--- config.mk ---
export PLATFORM = sky130hd
export DESIGN_NAME = regfile_mp
export DESIGN_NICKNAME = d
export VERILOG_FILES = /design/src/rtl/regfile_mp.sv
export SDC_FILE = /design/constraint.sdc
export NUM_CORES = 2
export LEC_CHECK = 0
export BUFFER_PORTS_ARGS = -buffer_cell sky130_fd_sc_hd__buf_2
export CORE_UTILIZATION = 63
export DETAILED_ROUTE_END_ITERATION = 10
export MAX_ROUTING_LAYER = met4
export PLACE_DENSITY = 0.81
export SETUP_SLACK_MARGIN = 0.3
export SYNTH_ARGS = -nofsm -noshare
export SYNTH_HDL_FRONTEND = slang
export SYNTH_SLANG_ARGS = --single-unit
export TNS_END_PERCENT = 10
--- constraint.sdc ---
create_clock -name clk -period 3 [get_ports clk]
set_clock_uncertainty 0.2 [all_clocks]
set_input_delay 0.6 -clock clk [delete_from_list [all_inputs] [get_ports clk]]
set_output_delay 0.6 -clock clk [all_outputs]
set_load 0.02 [all_outputs]
--- src/rtl/regfile_mp.sv ---
// Multi-read-port GPR file with a HI/LO register pair; GPR 0 reads as zero.
// Optional same-cycle write-to-read forwarding is built when REGFILE_BYPASS_EN is defined.
module regfile_mp #(
   parameter int DATA_W = 32,
   parameter int ADDR_W = 5,
   parameter int NUM_RD = 2
) (
   input  logic                     clk,
   input  logic                     rst,
   input  logic                     we,
   input  logic [ADDR_W-1:0]        waddr,
   input  logic [DATA_W-1:0]        wdata,
   input  logic [NUM_RD-1:0]        re,
   input  logic [NUM_RD*ADDR_W-1:0] raddr,
   output logic [NUM_RD*DATA_W-1:0] rdata,
   input  logic                     hilo_we,
   input  logic [DATA_W-1:0]        hi_wdata,
   input  logic [DATA_W-1:0]        lo_wdata,
   output logic [DATA_W-1:0]        hi_rdata,
   output logic [DATA_W-1:0]        lo_rdata
);

   localparam int NUM_REGS = 2 ** ADDR_W;

   logic [DATA_W-1:0] regs [NUM_REGS];
   logic [DATA_W-1:0] hi;
   logic [DATA_W-1:0] lo;

   // Entry 0 is only ever cleared, so it stays zero; reads also mask it explicitly.
   always_ff @(posedge clk) begin
      if (rst) begin
         for (int i = 0; i < NUM_REGS; i++) begin
            regs[i] <= '0;
         end
         hi <= '0;
         lo <= '0;
      end else begin
         if (we && (waddr != '0)) begin
            regs[waddr] <= wdata;
         end
         if (hilo_we) begin
            hi <= hi_wdata;
            lo <= lo_wdata;
         end
      end
   end

   always_comb begin
      rdata = '0;
      for (int i = 0; i < NUM_RD; i++) begin
         if (!rst && re[i] && (raddr[i*ADDR_W +: ADDR_W] != '0)) begin
            rdata[i*DATA_W +: DATA_W] = regs[raddr[i*ADDR_W +: ADDR_W]];
`ifdef REGFILE_BYPASS_EN
            if (we && (waddr == raddr[i*ADDR_W +: ADDR_W])) begin
               rdata[i*DATA_W +: DATA_W] = wdata;
            end
`endif
         end
      end
   end

   always_comb begin
      hi_rdata = '0;
      lo_rdata = '0;
      if (!rst) begin
`ifdef REGFILE_BYPASS_EN
         if (hilo_we) begin
            hi_rdata = hi_wdata;
            lo_rdata = lo_wdata;
         end else begin
            hi_rdata = hi;
            lo_rdata = lo;
         end
`else
         hi_rdata = hi;
         lo_rdata = lo;
`endif
      end
   end

endmodule

# Word level (Yosys, flattened, before mapping)

Memories as Yosys holds them, arrays and structs flattened.
Index checks and enable logic that the tools add are counted.

Bits in writable memories: 1024
Input port bits: 117
Output and inout bits: 128
Logic and storage cells: 25
Register bits: 64
Memories kept: 1

Memory list:

| memory | depth | width | rd ports | clocked after memory_dff | write ports | line | RTL |
|---|---|---|---|---|---|---|---|
| regs   | 32    | 32    | 2        | 0                        | 32          | 25   | `logic [DATA_W-1:0] regs [NUM_REGS];` |

Reductions and logical operators: 10
Multiplexer cells: 12

Operators by type and width:

| cell              | count |
|---|---|
| $mux 32           | 5 |
| $reduce_or 32->1  | 1 |
| $reduce_bool 5->1 | 3 |
| $mux 1            | 6 |
| $logic_and 1x1->1 | 5 |
| $mux 5            | 1 |
| $logic_not 1->1   | 1 |

# Depth between registers and ports, before layout

Depth after elaboration: 7
Mapped depth: 9
Mapped depth without buffers: 4

# Least setup slack after synthesis

No wires, ideal clock.

Kind: input -> output
From: input port raddr[0]
To: output port rdata[30]
Path slack: -0.451 ns
Stages on the path: 8
Path buffers: 5
Required time: 2.200 ns
Data arrival time: 2.651 ns
Cells stage by stage: buf_6 > buf_6 > buf_6 > buf_6 > buf_4 > nand3b_1 > a41oi_1 > a2111oi_0

Longest elaborated chain between the ends: 3
Elaborated cells on any way between the ends: 4
Classes of those cells: 1 x mux; 2 x reduce/logical; 1 x memory

RTL lines:

| what                                                  | line | RTL |
|---|---|---|
| start, declared                                       | 14   | `input logic [NUM_RD*ADDR_W-1:0] raddr,` |
| branches (longest 2 deep; another with $mem_v2 32x32) | --   |  |
| $mux 32 *                                             | 51   | `if (!rst && re[i] && (raddr[i*ADDR_W +: ADDR_W] != '0)) begin` |
| end, declared                                         | 15   | `output logic [NUM_RD*DATA_W-1:0] rdata,` |

Mark *: on every way between the ends.

# Final worst setup path

From: input port raddr[2]
To: output port rdata[22]

The elaborated chain is that of the path after synthesis.

==> flow_summary.yaml <==
critical_path:
  end_kind: "output pin"
  start_kind: "primary input"
  path_class: "primary input to output pin"
  worstPathRequired_ns: 2.20
  crit_fanout: 6
  arrival_ns: 2.77
  rrSetupSlack_ns: 2.02
synth:
  synth_edf_count: 1024
  syn_inst: 4010
  ys_dominant_reg_cell: "edfxtp_1"
  synthDistinctLibCells: 49
  yosysWarnings: 0
  netlist.top_cell.by_area: "edfxtp_1"
  synth.area.top_cells: "edfxtp_1 53%, mux4_2 15%, and2_1 11%, mux2i_1 6.3%, dfxtp_1 2.2%"
  synth-async-reset-ratio_pct: 0
  syn_area_um2: 57500
  synth-seq-area-share_pct: 55.7
  synth_top_area_share_pct: 53.4
  synth_area_per_cell_um2: 14.3
  synth_seq_cells: 1088
status:
  status: "finished, violations left"
  failed_checks: "negative setup slack"
clocking:
  numCtsBuffers: 110
  cts_max_level: 3
  cts_tree: "built"
  clkTransAtPathRegs_ns: 0.06
  clockRootBuffer: "clkbuf_16"
  clock_latency_ns: 0.71
  cts.sinks: 1088
  cts_buffer_depth: 3
pwr:
  vdd_ir_drop_max_uv: 488
  p_leak_nw: 26.2
  cellPowerDensity_nw_per_um2: 538
place:
  gp_congestion: 1.01
  dp_hpwl_mm: 125
  placed_area_um2: 64100
  numPortBuffers: 244
grt:
  grt_pass1_wl_mm: 282
  grt-ovfl-total: 0
  first_global_vias: 41700
  track_usage_pct: 43.8
  antenna_found_initial: 14
  grt_max_degree: 178
timing:
  worstMarginPinSlew_ns: 0.953
  period_needed_ns: 3.57
  fin_setup_tns_ns: -21.30
  setup_viol: 64
  fin_ws_ns: -0.570
  fin_crit_sh_pct: 119
  relSlewSlack_pct: 36.4
  rsz0062_at_grt: "true"
  max_freq_ghz: 0.280
  timing_max_transition_violations_final: 0
  finalHoldViolCount: 0
layout:
  layout.nets: 4688
  area_delta_synth_final_pct: 22.5
  mostFrequentLayoutCells: "1024 x edfxtp_1, 993 x and2_1, 417 x buf_4, 376 x mux4_2, 357 x mux2i_1"
  final_common_cell: "edfxtp_1"
  nFillCells: 4916
  final_area_um2: 70500
  drive_gt1_share_pct: 35.6
drt:
  viasPerCell: 7.08
  vias: 41400
  wire_per_inst_um: 33.8
  drt-pass1-iter-count: 7
  drc: 0
  routed_wl_mm: 198
  drt-initial-drc-count: 6663
  ant_nets: 0
floorplan:
  coreArea_um2: 90300
  start_util_pct: 63.7
  die_w_um: 304
  pin_count: 245
  die_y_um: 304
  die_area_um2: 92500
  rows: 110
hold_path:
  hold_path.class: "primary input to register"
flow_run:
  cap_violations: 0
## per-stage QoR
step           setup slack [ns]  total power, mW  instances  hold slack, ns  utilization [%]
3_3_place_gp             -0.935             22.9       5534           0.265             71.0
3_5_place_dp              -1.00             23.1       5534           0.275             71.0
4_1_cts                  -0.503             37.5       5818           0.253             77.3
5_1_grt                  -0.574             38.6       5843           0.288             78.1
6_report                 -0.570             37.9       5845           0.264             78.1
2_1_floorplan            0.0385             20.9       4041           0.252                -
## cells in the mapped netlist, types with 7 or more instances
library cell and count:
mux2i_1 362, dfxtp_1 64, buf_4 34, nand4_1 10
mux4_2 376, buf_8 7, and2_1 996, a221oi_1 25
o22ai_1 27, buf_1 7, edfxtp_1 1024, mux2_2 53
nand2_1 75, a21oi_1 22, a22oi_1 65, o221ai_1 27
a221o_1 10, or2_2 32, nor3_1 24, a2111oi_0 19
nor2b_1 94, buf_6 24, nor2_1 104, a211oi_1 45
a22o_1 48, clkbuf_1 298, buf_2 52, nand3b_1 8
a2111oi_2 7, a31oi_1 34
## final cells by class
type / count / area, um2 / share of cell area [%]
clock inverters: 72 / 816 / 1.16
diodes: 12 / 30.0 / 0.0426
repair buffers: 841 / 7790 / 11.1
well taps: 1176 / 1470 / 2.09
clock buffers: 126 / 2870 / 4.07
inverters: 2 / 7.51 / 0.0107
flip-flops and latches: 1088 / 32000 / 45.4
multi-input cells: 2528 / 25500 / 36.1
## kinds of logic (layout without fill, tap and decap cells)
| kind of cell | count (synthesis) | after routing | synth area share (%) |
|---|---|---|---|
| simple gates | 1367 | 1367 | 14.1 |
| mux | 791 | 791 | 22.1 |
| other cells | 1 | 44 | 0.00652 |
| flops | 1088 | 1088 | 55.7 |
| buf+inv | 425 | 1041 | 3.59 |
| compound gates | 338 | 338 | 4.61 |
## critical path: stages
cell and delay [ns]:
buf_6 0.13, buf_4 0.16, or3b_2 0.49, buf_4 0.20
buf_4 0.16, o22ai_1 0.23, a2111oi_4 0.13, nor3_4 0.38
buf_6 0.16, buf_6 0.11
## final timing paths
path	start	end	cells past startpoint
hold / removal	hilo_we	lo[15]$_SDFFE_PP0P_	3
setup reg to reg	lo[7]$_SDFFE_PP0P_	lo[7]$_SDFFE_PP0P_	2
setup / recovery	raddr[2]	rdata[22]	10
hold reg to reg	lo[31]$_SDFFE_PP0P_	lo[31]$_SDFFE_PP0P_	2
## state kept, by name, summed over array words and instances, names as in the netlist
signal and cells:
regs 1024, hi 32, lo 32
## power breakdown
group,total (mW),switching [mW],internal (mW)
Sequential,17.9,0.511,17.4
Clock,14.4,6.08,8.28
Combinational,5.62,3.07,2.55
Total,37.9,9.66,28.3
## per-layer routing
metal	GRT usage, %	vias up	part of all wire [%]
met5	-	-	0
met4	22.4	0	5.4
met3	13.0	776	15
met2	65.2	3679	46
met1	54.9	20600	34
li1	-	16300	-
## repair_timing
| item | 4_1_cts | 5_1_grt |
|---|---|---|
| resized for setup | 220 | 101 |
| cloned | 0 | 1 |
| pin swaps | 86 | 21 |
| setup endpoints to repair | 128 | 128 |
| hold buffers | 64 | 0 |
| setup buffers | 22 | 14 |
| endpoints found under the hold margin | 64 | 0 |
Power figures use the tool's default switching activity.
